## config.mk

```make
export PLATFORM = sky130hd
export DESIGN_NAME = contador_mmss_param
export DESIGN_NICKNAME = d
export VERILOG_FILES = /design/src/rtl/contador_pkg.sv /design/src/rtl/bcd_to_7seg.sv /design/src/rtl/contador_mmss_param.sv
export SDC_FILE = /design/constraint.sdc
export NUM_CORES = 1
export LEC_CHECK = 0
export ABC_AREA = 1
export BUFFER_PORTS_ARGS = -buffer_cell sky130_fd_sc_hd__buf_2
export CORE_ASPECT_RATIO = 2
export CORE_MARGIN = 2
export CORE_UTILIZATION = 57
export CTS_CLUSTER_DIAMETER = 40
export DETAILED_ROUTE_END_ITERATION = 8
export PLACE_DENSITY = 0.78
export SETUP_SLACK_MARGIN = 0.4
export SYNTH_ARGS = -nofsm -noshare
export SYNTH_HDL_FRONTEND = slang
export SYNTH_SLANG_ARGS = --single-unit
```

## constraint.sdc

```tcl
create_clock -name clk -period 2.75 [get_ports clk]
set_clock_uncertainty 0.05 [all_clocks]
set_input_delay 0.1375 -clock clk [delete_from_list [all_inputs] [get_ports clk]]
set_output_delay 0.1375 -clock clk [all_outputs]
set_load 0.005 [all_outputs]
```

## src/rtl/contador_pkg.sv

```systemverilog
// Shared types and seven-segment constants for the MM:SS counter.
// Segment bit order is {g,f,e,d,c,b,a}; constants are active-low (0 = lit).
package contador_pkg;

    typedef enum logic [1:0] {
        ST_IDLE = 2'd0,
        ST_RUN  = 2'd1,
        ST_DONE = 2'd2
    } state_t;

    typedef logic [3:0] bcd_t;

    localparam logic [6:0] SEG_0     = 7'b1000000;
    localparam logic [6:0] SEG_1     = 7'b1111001;
    localparam logic [6:0] SEG_2     = 7'b0100100;
    localparam logic [6:0] SEG_3     = 7'b0110000;
    localparam logic [6:0] SEG_4     = 7'b0011001;
    localparam logic [6:0] SEG_5     = 7'b0010010;
    localparam logic [6:0] SEG_6     = 7'b0000010;
    localparam logic [6:0] SEG_7     = 7'b1111000;
    localparam logic [6:0] SEG_8     = 7'b0000000;
    localparam logic [6:0] SEG_9     = 7'b0010000;
    localparam logic [6:0] SEG_BLANK = 7'b1111111;

    function automatic logic [6:0] bcd_to_seg_al(input bcd_t d);
        logic [6:0] p;
        case (d)
            4'd0:    p = SEG_0;
            4'd1:    p = SEG_1;
            4'd2:    p = SEG_2;
            4'd3:    p = SEG_3;
            4'd4:    p = SEG_4;
            4'd5:    p = SEG_5;
            4'd6:    p = SEG_6;
            4'd7:    p = SEG_7;
            4'd8:    p = SEG_8;
            4'd9:    p = SEG_9;
            default: p = SEG_BLANK;
        endcase
        return p;
    endfunction

endpackage

```

## src/rtl/bcd_to_7seg.sv

```systemverilog
// One BCD digit to a registered seven-segment pattern, polarity selectable.
// Reset shows "0" so the display never flashes garbage.
module bcd_to_7seg
    import contador_pkg::*;
#(
    parameter bit ACTIVE_LOW = 1'b1
) (
    input  logic       clk,
    input  logic       rst_n,
    input  bcd_t       digit_i,
    output logic [6:0] seg_o
);

    logic [6:0] seg_q;
    logic [6:0] seg_d;
    logic [6:0] pat_al;

    always_comb begin
        pat_al = bcd_to_seg_al(digit_i);
        seg_d  = ACTIVE_LOW ? pat_al : ~pat_al;
    end

    always_ff @(posedge clk or negedge rst_n) begin
        if (!rst_n) begin
            seg_q <= ACTIVE_LOW ? SEG_0 : ~SEG_0;
        end else begin
            seg_q <= seg_d;
        end
    end

    assign seg_o = seg_q;

endmodule

```

## src/rtl/contador_mmss_param.sv

```systemverilog
// MM:SS counter with run/pause, up/down counting, validated BCD preset,
// tick prescaler and registered seven-segment outputs.
module contador_mmss_param
    import contador_pkg::*;
#(
    parameter int TICK_DIV       = 50_000_000,
    parameter int MIN_MAX        = 99,
    parameter int SEG_ACTIVE_LOW = 1
) (
    input  logic       clk,
    input  logic       rst_n,
    input  logic       start,
    input  logic       stop,
    input  logic       clear,
    input  logic       up_ndown,
    input  logic       load,
    input  logic [7:0] load_min,
    input  logic [7:0] load_sec,
    output logic [6:0] sec1,
    output logic [6:0] sec2,
    output logic [6:0] min1,
    output logic [6:0] min2,
    output logic       running,
    output logic       done,
    output logic       wrap,
    output logic       load_err,
    output state_t     state_dbg
);

    localparam int         PW         = (TICK_DIV > 1) ? $clog2(TICK_DIV) : 1;
    localparam logic [PW-1:0] TICK_LAST = PW'(TICK_DIV - 1);
    localparam logic [PW-1:0] PRESC_ONE = PW'(1);
    localparam bcd_t       MM_T       = bcd_t'(MIN_MAX / 10);
    localparam bcd_t       MM_U       = bcd_t'(MIN_MAX % 10);
    localparam logic [7:0] MM_VAL     = 8'(MIN_MAX);

    state_t        state_q, state_d;
    logic [PW-1:0] presc_q, presc_d;
    bcd_t          s1_q, s1_d, s2_q, s2_d, m1_q, m1_d, m2_q, m2_d;
    logic          done_q, done_d, wrap_q, wrap_d, load_err_q, load_err_d;

    logic          digits_zero;
    logic [7:0]    load_min_val;
    logic          load_ok;

    assign digits_zero  = ({m2_q, m1_q, s2_q, s1_q} == 16'h0000);
    assign load_min_val = ({4'd0, load_min[7:4]} * 8'd10) + {4'd0, load_min[3:0]};
    assign load_ok      = (load_min[7:4] <= 4'd9) && (load_min[3:0] <= 4'd9) &&
                          (load_sec[7:4] <= 4'd5) && (load_sec[3:0] <= 4'd9) &&
                          (load_min_val <= MM_VAL);

    always_comb begin
        state_d    = state_q;
        presc_d    = presc_q;
        s1_d       = s1_q;
        s2_d       = s2_q;
        m1_d       = m1_q;
        m2_d       = m2_q;
        done_d     = 1'b0;
        wrap_d     = 1'b0;
        load_err_d = 1'b0;

        if (clear) begin
            s1_d    = '0;
            s2_d    = '0;
            m1_d    = '0;
            m2_d    = '0;
            presc_d = '0;
            state_d = ST_IDLE;
        end else if (load) begin
            presc_d = '0;
            if (load_ok) begin
                s1_d = load_sec[3:0];
                s2_d = load_sec[7:4];
                m1_d = load_min[3:0];
                m2_d = load_min[7:4];
            end else begin
                load_err_d = 1'b1;
            end
            if (state_q == ST_DONE) state_d = ST_IDLE;
        end else if (stop) begin
            // Prescaler is left alone so the tick phase survives a pause.
            if (state_q == ST_RUN) state_d = ST_IDLE;
        end else if (start && state_q == ST_IDLE) begin
            if (!up_ndown && digits_zero) begin
                state_d = ST_DONE;
                done_d  = 1'b1;
            end else begin
                state_d = ST_RUN;
            end
        end else if (state_q == ST_RUN) begin
            if (presc_q != TICK_LAST) begin
                presc_d = presc_q + PRESC_ONE;
            end else begin
                presc_d = '0;
                if (up_ndown) begin
                    if (s1_q != 4'd9) begin
                        s1_d = s1_q + 4'd1;
                    end else begin
                        s1_d = '0;
                        if (s2_q != 4'd5) begin
                            s2_d = s2_q + 4'd1;
                        end else begin
                            s2_d = '0;
                            if (m2_q == MM_T && m1_q == MM_U) begin
                                m1_d   = '0;
                                m2_d   = '0;
                                wrap_d = 1'b1;
                            end else if (m1_q == 4'd9) begin
                                m1_d = '0;
                                m2_d = m2_q + 4'd1;
                            end else begin
                                m1_d = m1_q + 4'd1;
                            end
                        end
                    end
                end else if (digits_zero) begin
                    // Switched to down while sitting at 00:00: finish at once.
                    state_d = ST_DONE;
                    done_d  = 1'b1;
                end else begin
                    if (s1_q != 4'd0) begin
                        s1_d = s1_q - 4'd1;
                    end else begin
                        s1_d = 4'd9;
                        if (s2_q != 4'd0) begin
                            s2_d = s2_q - 4'd1;
                        end else begin
                            s2_d = 4'd5;
                            if (m1_q != 4'd0) begin
                                m1_d = m1_q - 4'd1;
                            end else begin
                                m1_d = 4'd9;
                                m2_d = m2_q - 4'd1;
                            end
                        end
                    end
                    if ({m2_d, m1_d, s2_d, s1_d} == 16'h0000) begin
                        state_d = ST_DONE;
                        done_d  = 1'b1;
                    end
                end
            end
        end
    end

    always_ff @(posedge clk or negedge rst_n) begin
        if (!rst_n) begin
            state_q    <= ST_IDLE;
            presc_q    <= '0;
            s1_q       <= '0;
            s2_q       <= '0;
            m1_q       <= '0;
            m2_q       <= '0;
            done_q     <= 1'b0;
            wrap_q     <= 1'b0;
            load_err_q <= 1'b0;
        end else begin
            state_q    <= state_d;
            presc_q    <= presc_d;
            s1_q       <= s1_d;
            s2_q       <= s2_d;
            m1_q       <= m1_d;
            m2_q       <= m2_d;
            done_q     <= done_d;
            wrap_q     <= wrap_d;
            load_err_q <= load_err_d;
        end
    end

    assign running   = (state_q == ST_RUN);
    assign done      = done_q;
    assign wrap      = wrap_q;
    assign load_err  = load_err_q;
    assign state_dbg = state_q;

    bcd_to_7seg #(.ACTIVE_LOW(SEG_ACTIVE_LOW != 0)) u_seg_s1 (
        .clk(clk), .rst_n(rst_n), .digit_i(s1_q), .seg_o(sec1));
    bcd_to_7seg #(.ACTIVE_LOW(SEG_ACTIVE_LOW != 0)) u_seg_s2 (
        .clk(clk), .rst_n(rst_n), .digit_i(s2_q), .seg_o(sec2));
    bcd_to_7seg #(.ACTIVE_LOW(SEG_ACTIVE_LOW != 0)) u_seg_m1 (
        .clk(clk), .rst_n(rst_n), .digit_i(m1_q), .seg_o(min1));
    bcd_to_7seg #(.ACTIVE_LOW(SEG_ACTIVE_LOW != 0)) u_seg_m2 (
        .clk(clk), .rst_n(rst_n), .digit_i(m2_q), .seg_o(min2));

endmodule

```

== Word-level counts from Yosys, hierarchy flattened ==
Memory sizes are Yosys's and may differ from the RTL's. A register that Yosys moved wholly into a read port is not among the register bits.
Index checks and enable logic that the tools add are counted.
Cells by class
  add/subtract/negate cells: 10
  multiply operators: 1
  $lt $le $gt $ge: 5
  equal/unequal tests: 19
  muxes and demuxes: 129
  reduce and logical (&&, ||, !) cells: 27
Operators with widths (number)
  $mux W4: 88
  $mux W26: 6
  $logic_not A16 Y1: 2
  $add A26 B1 Y26 const B: 1
  $ne A26 B26 Y1 const B: 1
  $mux W2: 12
  $mux W1: 23
  $add A4 B1 Y4 const B: 4
  $ne A4 B4 Y1 const B: 4
  $reduce_bool A4 Y1: 4
  $sub A4 B1 Y4 const B: 4
  $le A4 B4 Y1 const B: 3
  $reduce_and A6 Y1: 2
  $reduce_and A9 Y1: 1
  $add A8 B4 Y8: 1
  $eq A4 B4 Y1 const B: 2
  $le A8 B7 Y1 const B: 1
  $reduce_and A8 Y1: 1
  $logic_and A1 B1 Y1: 7
  $mul A4 B3 Y7 const B: 1
  $reduce_and A7 Y1: 1
  $ne A3 B2 Y1 const B: 2
  $ne A3 B3 Y1 const B: 2
  $reduce_bool A6 Y1: 1
  13 further kinds: 17
Storage, ports and cells
  bits in registers: 47
  bits in read-only memories: 448
  bits of input ports: 23
  output and inout bits: 34
  logic and storage cells: 204
  memories: 4
Memory list
  (name not given): depth 16, width 7, read ports 1, clocked after memory_dff 1, wr ports 0, line contador_pkg.sv:27  | case (d)
  (name not given): depth 16, width 7, read ports 1, clocked after memory_dff 1, wr ports 0, line contador_pkg.sv:27
  (name not given): depth 16, width 7, read ports 1, clocked after memory_dff 1, wr ports 0, line contador_pkg.sv:27
  (name not given): depth 16, width 7, read ports 1, clocked after memory_dff 1, wr ports 0, line contador_pkg.sv:27

== Depth between registers and ports, before layout ==
Gate-level depths: netlist of the first run.
  depth after elaboration: 22
  gate-level depth with buffers: 18

== Hierarchy ==
From an unflattened synthesis of the first run, not the netlist that was laid out.
Unflattened totals
  cell total of the unflattened synthesis: 737
  area total of the unflattened synthesis: 5492.8 sq um
By module, submodules not included
  contador_mmss_param: instances 1, cells an instance 569, area each 4036.4 sq um, sequential area each 1176.1 sq um
  bcd_to_7seg: instances 4, cells an instance 42, area each 364.1 sq um, sequential area each 176.4 sq um

== Worst setup path after synthesis of the first run ==
Ideal clock, no wire load.
  path kind: in2reg
  from: input load_min[5]
  to: register s1_q[2]
  setup time: 0.127 ns
  arrival time: 2.219 ns
  data required time: 2.573 ns
  slack: 0.354 ns
  cell stages on the path: 16
  buffers on the path: 0
  cells stage by stage: ha_1 ha_1 inv_1 fa_1 nor2_1 nand3b_1 nand2_1 nand2_1 nand2_1 nor2_1 nor2_1 nand3_1 nand2_1 nand2_1 nor2_4 o21ai_0
Between the ends
  longest elaborated chain between the ends: 7
Ends and longest elaborated chain
  from (decl): line contador_mmss_param.sv:17  | input logic [7:0] load_min,
  branches (longest 4 deep; another with $add A8 B4 Y8)
  $logic_and A1 B1 Y1 *: line contador_mmss_param.sv:49  | (load_sec[7:4] <= 4'd5) && (load_sec[3:0] <= 4'd9) &&
  $ne A3 B2 Y1 (no source line) *
  $reduce_and A6 Y1 (no source line) *
  to (signal assigned): line contador_mmss_param.sv:151  | s1_q <= '0;
  to (signal assigned): line contador_mmss_param.sv:161  | s1_q <= s1_d;
  to (decl): line contador_mmss_param.sv:39  | bcd_t s1_q, s1_d, s2_q, s2_d, m1_q, m1_d, m2_q, m2_d;
Every way passes the cells marked *.
A chain may end at the register's enable or synchronous reset.

== Final worst setup path of the first run ==
  from: register m2_q[0]
  to: register state_q[0] (netlist: state_dbg[0])
Between the ends
  longest elaborated chain between the ends: 15
Ends and longest elaborated chain
  from (decl): line contador_mmss_param.sv:39
  from (signal assigned): line contador_mmss_param.sv:164  | m2_q <= m2_d;
  $sub A4 B1 Y4: line contador_mmss_param.sv:134  | m2_d = m2_q - 4'd1;
  $mux W4: line contador_mmss_param.sv:130  | if (m1_q != 4'd0) begin
  $mux W4: line contador_mmss_param.sv:126  | if (s2_q != 4'd0) begin
  $mux W4: line contador_mmss_param.sv:122  | if (s1_q != 4'd0) begin
  $mux W4: line contador_mmss_param.sv:117  | end else if (digits_zero) begin
  $mux W4: line contador_mmss_param.sv:96  | if (up_ndown) begin
  $mux W4: line contador_mmss_param.sv:92  | if (presc_q != TICK_LAST) begin
  $mux W4: line contador_mmss_param.sv:91  | end else if (state_q == ST_RUN) begin
  $mux W4: line contador_mmss_param.sv:84  | end else if (start && state_q == ST_IDLE) begin
  $mux W4: line contador_mmss_param.sv:81  | end else if (stop) begin
  $mux W4: line contador_mmss_param.sv:70  | end else if (load) begin
  $mux W4: line contador_mmss_param.sv:63  | if (clear) begin
  $logic_not A16 Y1: line contador_mmss_param.sv:138  | if ({m2_d, m1_d, s2_d, s1_d} == 16'h0000) begin
  $reduce_bool A6 Y1 (no source line)
  $reduce_and A6 Y1 (no source line)
  to (signal assigned): line contador_mmss_param.sv:159  | state_q <= state_d;
  to (decl): line contador_mmss_param.sv:37  | state_t state_q, state_d;
Several ways; a longest one is shown, not always the timed one. The select of a mux whose other input is x is not followed.

==> key figures, run 1 <==
Status
  – Status: complete, no violations

STA
  – Final setup fails: 0
  – Max Slew Vio Count: 0
  – Crit path time final: 2.31 ns
  – RSZ-0062 raised after global routing: yes
  – Crit share post-route: 84.1%
  – Final setup TNS: 0 ns
  – Fmax: 0.432 GHz
  – Max-slew headroom: 61.3%
  – Endpoints failing hold: 0
  – Least-Margin Pin Slew: 0.575 ns

Cells and area
  – Share of cells above drive strength 1: 21.2%
  – Fillers: 744
  – Most frequent cells in the layout: nand2_1 (176), inv_1 (77), nor2_1 (70), dfrtp_1 (66), nand3_1 (56)
  – N_diodes: 0
  – Synth-to-layout area growth: 19.6%
  – Commonest non-fill, non-tap cell in the layout: nand2_1
  – Final #Nets: 840

CTS
  – CTS tree: yes
  – Clock sink total: 75
  – Root Driver: clkbuf_16
  – Clk buf depth: 2
  – TritonCTS Buffers: 9
  – Clk_lat worst skew: 0.34 ns
  – H-tree depth reported by CTS: 3
  – CTS clk-pin slew, worst paths: 0.07 ns

GRT
  – Initial antenna violation count: 0
  – GR Overflow Total: 0
  – Largest net degree at the start of global routing: 76
  – Gr usage total: 30.6%
  – Vias in the first global route: 5199
  – First-pass GRT wire length: 24100 µm

Routing
  – Vias: 5278
  – DRC violations left: 0
  – DR pass1 iterations: 7
  – Routed WL: 15100 µm
  – Drt wl/cell: 16.9 µm
  – Via-to-Cell Ratio: 5.91
  – Antenna viol nets, final: 0
  – Drt initial violations: 273

Critical path
  – Reg-to-reg critical path startpoint: m2_q[0]
  – CP Max Fanout: 7
  – CP delay by family, top: simple AND/OR/NAND/NOR gates
  – Setup CP Type: flop to flop
  – Critical Path Max Stage Delay: 0.44 ns
  – Worst EP required: 2.93 ns
  – Setup crit start kind: flop
  – CP cell instances: inv_1 -> ha_1 -> ha_1 -> nand3_1 -> nand2_1 -> nand2_1 -> nor2_1 -> nand3_1 -> nand3_1 -> nand3_1 -> nand2_1 -> nand2_1
  – Critical path arrival: 2.49 ns
  – CP startpoint: m2_q[0]
  – CP max-delay cell: dfrtp_2
  – Crit. End Element: flop
  – Buf/Inv on CP: 1

Floorplan
  – Die height: 140 µm
  – I/O pin count: 57
  – Area of the die: 0.0101 mm²
  – Core Rows: 49
  – Initial core utilization: 58.6%
  – Chip Width: 72.1 µm
  – Core Region: 0.00901 mm²

Yosys
  – Share of flip-flops with an asynchronous set or reset: 100%
  – Post-synth EDFFs: 0
  – Seq cells post-synth: 75
  – Syn Inst Count: 706
  – Syn_nets: 760
  – Post-synthesis cell type count: 51
  – Yosys warning total: 0
  – Syn Area/Cell: 7.48 µm²
  – Post-synthesis sequential area ratio: 35.6%
  – Mapped cell area: 0.00528 mm²
  – Ys flop type: dfrtp_1

Min path
  – Hold Path Class: primary input to flop
  – Worst hold start: load_sec[0]

Place
  – Final GP Congestion: 0.925
  – Input/output buffers: 56
  – Dpl hpwl: 11400 µm

Power
  – Worst IR drop on VDD: 0.380 mV
  – Leakage: 0.00314 µW
  – Power density over the cells: 710 mW/mm²
  – Total power: 4490 µW

Run
  – Max cap viols: 0
what timing repair did:
action / CTS / global route
cloned: 0 / 1
endpoints found under the hold margin: 71 / 0
pin swaps: 2 / 13
resized for setup: 5 / 27
hold buffers: 1 / 0
endpoints found under the setup margin: 2 / 19
setup buffers: 1 / 7
stage by stage:
stage	instance area (µm²)	hold WS (ns)	setup slack, ns	cells	utilization, %
final	6320	0.104	0.437	893	70.1
after global routing	6320	0.145	0.320	893	70.1
after CTS	6160	0.0947	0.401	885	68.3
after detailed placement	5770	0.149	0.0554	867	64.0
after global placement	5770	0.145	0.161	867	64.0
after floorplan	5300	-0.208	0.472	706	-
area by class of cell:
type	instances	area (µm²)	share of cell area [%]
repair buffers	83	548	8.67
inverters	92	353	5.59
multi-input cells	525	3050	48.3
clock buffers	10	239	3.78
well taps	102	128	2.02
clock inverters	6	113	1.78
flip-flops and latches	75	1890	29.9
metal layers:
layer | GRT usage (%) | routed length (µm) | vias to the layer above
li1 | - | - | 2510
met5 | 0 | 0 | -
met3 | 4.82 | 582 | 71
met2 | 57.9 | 8570 | 183
met1 | 29.2 | 5070 | 2514
met4 | 18.6 | 823 | 0
final timing paths:
check / cells past startpoint / slack [ns] / end
min reg2reg: 2 / 0.46 / state_dbg[1]
max: 12 / 0.44 / state_dbg[0]
min in group asynchronous: 3 / 0.31 / u_seg_s2.seg_o[4]
max in group asynchronous: 3 / 1.95 / u_seg_m2.seg_o[6]
min: 4 / 0.10 / s1_q[0]
max reg2reg: 12 / 0.44 / state_dbg[0]
synth_stat cells (3+ instances only):
master	n	area, µm²
o21ai_0	34	170
nand2_1	180	676
o21ai_1	6	30.0
buf_2	3	15.0
nand3b_1	3	22.5
nand2_2	3	18.8
nand3_1	57	285
inv_2	7	26.3
inv_1	81	304
a21oi_1	21	105
nor2_4	10	113
o211ai_1	10	75.1
dfrtp_1	71	1780
a31oi_1	3	18.8
nor4_1	6	37.5
clkbuf_1	3	11.3
xor2_1	13	114
nor2_1	71	267
nor3_1	11	55.1
nand4_1	25	156
buf_6	3	33.8
o221ai_1	7	61.3
ha_1	29	363
nand3_2	4	40.0
buf_4	5	37.5
nor2_2	4	25.0
dfstp_2	4	105
kinds of logic (layout without fill, tap and decap cells):
| kind of cell | count (synthesis) | count (layout) | synth area share [%] |
|---|---|---|---|
| buffers and inverters | 106 | 191 | 8.53 |
| AOI/OAI and AO/OA | 94 | 94 | 11.1 |
| and+or+nand+nor | 385 | 385 | 34.6 |
| xor gates and xnor gates | 15 | 15 | 2.49 |
| adders and majority gates | 31 | 31 | 7.63 |
| DFF | 75 | 75 | 35.6 |
power by group:
group          switching, µW  internal [µW]
clock                    480            913
sequential               135           1330
combinational            989            637
state kept, by name, indices dropped and copies added, names as in the netlist:
signal / cells
done: 1
load_err: 1
m1_q: 4
m2_q: 4
presc_q: 26
s1_q: 4
s2_q: 4
state_dbg: 2
u_seg_m1.seg_o: 7
u_seg_m2.seg_o: 7
u_seg_s1.seg_o: 7
u_seg_s2.seg_o: 7
wrap: 1
worst register-to-register path, delay by kind of cell (launching register included):
kind                     cells  cell delay [ns]
adder cells (fa/ha/maj)      2             0.60
buffers and inverters        1             0.11
flip-flops                   1             0.44
AND/OR/NAND/NOR              9             1.00
(Power assumes the default switching activity.)
==> run 2: changes to the inputs <==
==> constraint.sdc (replaced) <==
create_clock -name clk -period 2.3 [get_ports clk]
set_clock_uncertainty 0.05 [all_clocks]
set_input_delay 0.115 -clock clk [delete_from_list [all_inputs] [get_ports clk]]
set_output_delay 0.115 -clock clk [all_outputs]
set_load 0.005 [all_outputs]
==> run 2 against run 1 <==
  * Combinational power is 39% higher
  * Sequential power is 17% higher
  * Setup slack worse by 0.39 ns
  * Critical path depth is 7 higher
  * Design area is 10% higher
  * Non-clock buffer count is 54 higher
  * Register-to-register slack worse by 0.33 ns
  * Die area stayed put
  * Utilization is 7.1 points higher
  * Via count is 5.0% higher
  * Global-route usage is 1.9 points higher
  * Routed wire length is 7.0% higher
  * Critical path type is now primary input to flop
  * Highest routed layer unchanged
==> key figures, run 2 (synthesis results as in run 1) <==
Status
  – Status: complete, no violations

Critical path
  – CP Max Fanout: 8 (+1)
  – Reg2Reg Setup Slack: 0.11 ns (-0.33 ns)
  – Setup CP Type: primary input to flop
  – Critical path arrival: 2.47 ns (-0.02 ns)
  – Worst EP required: 2.52 ns (-0.41 ns)
  – Crit. End Element: flop
  – Setup crit start kind: primary input

Power
  – Switching share of power: 36.6% (+0.86 points)
  – NetSw: 2020 µW (+26%)
  – Worst IR drop on VDD: 0.752 mV (+98%)
  – Power density over the cells: 793 mW/mm² (+12%)
  – Clk pwr share: 27.7% (-3.3 points)
  – Logic pwr share: 41.0% (+4.8 points)
  – Leakage: 0.00347 µW (+10%)
  – Seq pwr share: 31.3% (-1.4 points)
  – Internal Power: 3500 µW (+21%)
  – Total power: 5520 µW (+23%)

Floorplan
  – Initial core utilization: 58.6% (unchanged)
  – I/O pin count: 57 (unchanged)
  – Chip Width: 72.1 µm (unchanged)
  – Die height: 140 µm (unchanged)
  – Core Region: 0.00901 mm² (unchanged)
  – Area of the die: 0.0101 mm² (unchanged)
  – Core Rows: 49 (unchanged)

STA
  – Final setup fails: 0 (unchanged)
  – Max-slew headroom: 59.8% (-1.5 points)
  – Fmax: 0.444 GHz
  – Setup ws final: 0.0485 ns (-0.388 ns)
  – RSZ-0062 raised after global routing: yes
  – Least-Margin Pin Slew: 0.597 ns (+0.0224 ns)
  – Endpoints failing hold: 0 (unchanged)
  – Crit share post-route: 97.9%
  – Crit path time final: 2.25 ns
  – Max Slew Vio Count: 0 (unchanged)

GRT
  – Largest net degree at the start of global routing: 76 (unchanged)
  – Gr usage total: 32.5% (+1.9 points)
  – First-pass GRT wire length: 25500 µm (+6.0%)
  – GR Overflow Total: 0 (unchanged)
  – Initial antenna violation count: 0 (unchanged)
  – Vias in the first global route: 5677 (+9.2%)

Place
  – Pre-CTS setup slack: -0.405 ns (-0.460 ns)
  – Input/output buffers: 56 (unchanged)
  – Dpl hpwl: 11700 µm (+3.0%)
  – Final GP Congestion: 0.969 (+4.8%)

CTS
  – Root Driver: clkbuf_16
  – Clock sink total: 75 (unchanged)
  – Clk buf depth: 2 (unchanged)
  – CTS tree: yes
  – TritonCTS Buffers: 9 (unchanged)
  – CTS clk-pin slew, worst paths: 0.06 ns (about the same)
  – H-tree depth reported by CTS: 3 (unchanged)
  – Clk_lat worst skew: 0.35 ns (about the same)

Run
  – Max cap viols: 0 (unchanged)

Routing
  – Via-to-Cell Ratio: 5.85 (-0.95%)
  – Antenna viol nets, final: 0 (unchanged)
  – Vias: 5544 (+5.0%)
  – DR pass1 iterations: 5 (-2)
  – Drt initial violations: 404 (+48%)
  – Routed WL: 16100 µm (+7.0%)
  – DRC violations left: 0 (unchanged)
  – Drt wl/cell: 17.0 µm (+0.90%)

Min path
  – Hold Path Class: primary input to flop

Cells and area
  – Commonest non-fill, non-tap cell in the layout: nand2_1
  – Most frequent cells in the layout: nand2_1 (165), inv_1 (74), dfrtp_1 (69), buf_4 (68), nor2_1 (58)
  – Fillers: 641 (-14%)
  – Share of cells above drive strength 1: 30.2% (+8.9 points)
  – N_diodes: 0 (unchanged)
  – Final #Nets: 894 (+6.4%)
  – Synth-to-layout area growth: 31.7%
  – Biggest register: presc_q
  – Max reg flops: 26 (unchanged)
## run 2: changes by cell type in the layout (fill, tap and decap cells not counted), sizes merged
cell,before,now
buf,81,136
clkinvlp,0,1
clkbuf,11,10
bufinv,3,2
## run 2: power groups by stage
stage / combinational (µW) / clock, µW / sequential, µW
2_1_floorplan: 1230 / 0 / 1760
3_3_place_gp: 2010 / 0 / 1730
3_5_place_dp: 2060 / 0 / 1740
4_1_cts: 2140 / 1540 / 1710
5_1_grt: 2480 / 1590 / 1750
6_report: 2260 / 1530 / 1720
## run 2: path summary, 6_finish.rpt
path	startpoint	endpoint	cells after the start
max in group asynchronous	rst_n	u_seg_m2.seg_o[6]	3
worst min register to register	presc_q[13]	presc_q[13]	2
worst max register to register	s2_q[2]	done	13
worst min-delay path	load_sec[0]	s1_q[0]	4
worst max-delay path	load_min[5]	s1_q[2]	19
min in group asynchronous	rst_n	u_seg_s2.seg_o[2]	3
## run 2: what timing repair did
action	4_1_cts	5_1_grt
cloned	0	0
buffers inserted	18	11
hold buffers	1	0
resized for setup	32	52
pin swaps	28	29
endpoints found under the setup margin	32	42
endpoints found under the hold margin	71	0
## run 2: layout make-up
type	instances	area, µm²	share of cell area (%)
sequential	75	1880	27.1
tap	102	128	1.84
timing repair buffer	137	982	14.1
multi-input combinational	525	3280	47.2
inverter	92	359	5.16
clock inverter	6	90.1	1.30
clock buffer	10	229	3.29
## run 2: critical path, stage by stage
cell	delay [ns]
buf_8	0.10
ha_4	0.27
ha_4	0.12
inv_2	0.03
fa_2	0.55
buf_6	0.11
nand3_1	0.06
nand2_1	0.09
inv_1	0.05
nand2_1	0.09
nor2_2	0.04
nor2_2	0.12
nand3_4	0.11
buf_6	0.15
nand2_8	0.07
nand2_2	0.07
nor2_4	0.17
nand2_1	0.07
o21ai_1	0.08
## run 2: through the flow
step	utilization [%]	TNS, ns	hold slack (ns)	std cells	cell area (µm²)
3_3_place_gp	67.4	-3.67	0.124	901	6070
6_report	77.2	0	0.0626	947	6950
3_5_place_dp	67.4	-5.17	0.131	901	6070
2_1_floorplan	-	0	-0.231	706	5370
4_1_cts	74.0	0	0.0657	936	6670
5_1_grt	77.2	-0.988	0.0867	947	6950
## run 2: routing by layer
layer	track usage (%)	share of wire (%)
met1	31.4	32
met2	58.5	56
met3	4.89	4.7
met4	25.7	7.5
met5	0	0
==> run 3: changes to the inputs <==
--- a/config.mk
+++ b/config.mk
@@ -12,7 +12,7 @@
 export CORE_UTILIZATION = 57
 export CTS_CLUSTER_DIAMETER = 40
 export DETAILED_ROUTE_END_ITERATION = 8
-export PLACE_DENSITY = 0.78
+export PLACE_DENSITY = 0.88
 export SETUP_SLACK_MARGIN = 0.4
 export SYNTH_ARGS = -nofsm -noshare
 export SYNTH_HDL_FRONTEND = slang
==> run 3 against run 2 <==
  * Fmax is 1.2% lower
  * Clock power is 16% lower
  * Total power is 1.2% higher
  * Routed wire length is 14% higher
  * First-iteration DRC count is 92% higher
  * Clock-buffer cell count is 3 higher
  * Global-route usage is 1.6 points higher
  * Largest power group unchanged
==> key figures, run 3 (synthesis results as in run 1) <==
STA
  – Max Slew Vio Count: 0 (unchanged)
  – Endpoints failing hold: 0 (unchanged)
  – Max-slew headroom: 61.9% (+2.1 points)
  – Final setup TNS: 0 ns (unchanged)
  – Crit share post-route: 99.1% (+1.2 points)
  – Final setup fails: 0 (unchanged)
  – Crit path time final: 2.28 ns (+0.0270 ns)
  – Fmax: 0.439 GHz (-1.2%)
  – RSZ-0062 raised after global routing: yes
  – Least-Margin Pin Slew: 0.567 ns (-0.0304 ns)

Status
  – Status: complete, no violations

Routing
  – Drt initial violations: 776 (+92%)
  – Via-to-Cell Ratio: 6.34 (+8.3%)
  – DRC violations left: 0 (unchanged)
  – Routed WL: 18300 µm (+14%)
  – Antenna viol nets, final: 0 (unchanged)
  – Vias: 5991 (+8.1%)
  – Drt wl/cell: 19.4 µm (+14%)
  – DR pass1 iterations: 7 (+2)

Cells and area
  – N_diodes: 0 (unchanged)
  – Register area: 0.00189 mm² (about the same)
  – Max reg flops: 26 (unchanged)
  – Most frequent cells in the layout: nand2_1 (157), inv_1 (69), dfrtp_1 (68), buf_4 (67), nor2_1 (59)
  – Commonest non-fill, non-tap cell in the layout: nand2_1
  – Synth-to-layout area growth: 31.8%
  – Share of cells above drive strength 1: 32.6% (+2.4 points)
  – Fillers: 521 (-19%)
  – Final #Nets: 893 (-0.11%)
  – Area of the multi-input gates: 0.00336 mm² (+2.4%)
  – Biggest register: presc_q

Power
  – NetSw: 2170 µW (+7.5%)
  – Internal Power: 3410 µW (-2.5%)
  – Worst IR drop on VDD: 0.599 mV (-20%)
  – Seq pwr share: 31.2% (about the same)
  – Clk pwr share: 22.9% (-4.8 points)
  – Leakage: 0.00344 µW (-0.61%)
  – Switching share of power: 38.9% (+2.3 points)
  – Total power: 5580 µW (+1.2%)
  – Logic pwr share: 45.9% (+4.9 points)
  – Power density over the cells: 802 mW/mm² (+1.0%)

GRT
  – Initial antenna violation count: 0 (unchanged)
  – Gr usage total: 34.1% (+1.6 points)
  – Largest net degree at the start of global routing: 28 (-63%)
  – Vias in the first global route: 5848 (+3.0%)
  – First-pass GRT wire length: 27000 µm (+6.0%)
  – GR Overflow Total: 0 (unchanged)

Floorplan
  – Area of the die: 0.0101 mm² (unchanged)
  – Core Rows: 49 (unchanged)
  – Chip Width: 72.1 µm (unchanged)
  – Die height: 140 µm (unchanged)
  – I/O pin count: 57 (unchanged)
  – Core Region: 0.00901 mm² (unchanged)
  – Initial core utilization: 58.6% (unchanged)

Critical path
  – CP Max Fanout: 4 (-4)
  – Setup crit start kind: flop
  – Critical path arrival: 2.48 ns (about the same)
  – Crit. End Element: flop
  – CP startpoint: s1_q[0]
  – Setup CP Type: flop to flop
  – Reg-to-reg critical path startpoint: s1_q[0]
  – R2r endpoint: done
  – Reg2Reg Setup Slack: 0.02 ns (-0.09 ns)
  – Worst EP required: 2.51 ns (about the same)
  – Reg2reg path depth: 15 (+2)

Min path
  – Hold Path Class: primary input to flop
  – Hold EP: s2_q[1]
  – Hold Crit Depth: 5 (+1)
  – Worst hold start: load_sec[5]

CTS
  – Clk_lat worst skew: 0.34 ns (about the same)
  – H-tree depth reported by CTS: 3 (unchanged)
  – Root Driver: clkbuf_16
  – CTS clk-pin slew, worst paths: 0.06 ns (about the same)
  – Clk buf depth: 2 (unchanged)
  – Clock sink total: 75 (unchanged)
  – TritonCTS Buffers: 9 (unchanged)
  – CTS tree: yes

Place
  – Dpl hpwl: 12000 µm (+2.6%)
  – Input/output buffers: 56 (unchanged)
  – Final GP Congestion: 0.990 (+2.2%)

Run
  – Max cap viols: 0 (unchanged)
[run 3: metal layers]
metal | wire (µm) | GRT usage, %
met5 | 0 | 0
met4 | 1560 | 24.2
met3 | 1220 | 7.05
met2 | 9650 | 61.5
met1 | 5870 | 33.0
[run 3: power by group through the flow]
stage	Clock (µW)	Sequential, µW	Combinational (µW)
after global routing	1330	1770	2760
after global placement	0	1730	1960
after CTS	1270	1730	2320
after floorplan	0	1760	1230
after detailed placement	0	1750	2030
final	1280	1740	2560
[run 3: worst max-delay path, stage by stage, from the launching register on]
cell and delay [ns]:
dfrtp_1 0.37, inv_2 0.07, ha_4 0.18, buf_6 0.12
buf_6 0.11, ha_4 0.26, nor2_1 0.04, nor2_1 0.17
nand2_1 0.10, nor2_1 0.09, nand3_1 0.11, nor2_2 0.13
nand2_2 0.08, nand2_1 0.07, nand3_1 0.08, a21oi_2 0.17
[run 3: what timing repair did]
item,CTS,global route
gates cloned,0,1
buffers inserted,16,15
endpoints found under the hold margin,18,0
pin swaps,39,29
resized for setup,54,52
hold buffers,1,0
setup endpoints to repair,35,43
[run 3: how the worst max path moves through the flow]
| stage | end | cells after the start |
|---|---|---|
| finish | done | 15 |
| global route | s1_q[2] | 18 |
| CTS | m2_q[2] | 17 |
| detailed placement | m2_q[2] | 17 |
| global placement | m2_q[0] | 17 |
| floorplan | s1_q[3] | 17 |
[run 3: final cells by class]
| type | instances | area share [%] |
|---|---|---|
| clock buffer | 13 | 3.59 |
| clock inverter | 2 | 0.180 |
| inverter | 92 | 5.25 |
| multi-input combinational | 526 | 48.3 |
| sequential | 75 | 27.1 |
| tap | 102 | 1.83 |
| timing repair buffer | 135 | 13.8 |
[run 3: stage by stage]
stage               hold slack [ns]  setup slack (ns)  utilization [%]  cell area [µm²]  std cells
floorplan                    -0.231            0.0649                -             5370        706
global placement             0.0523            -0.214             66.9             6030        897
detailed placement           0.0610            -0.346             66.9             6030        897
CTS                          0.0843            0.0258             73.9             6660        929
global route                  0.146            -0.130             77.3             6960        945
finish                        0.108            0.0216             77.3             6960        945
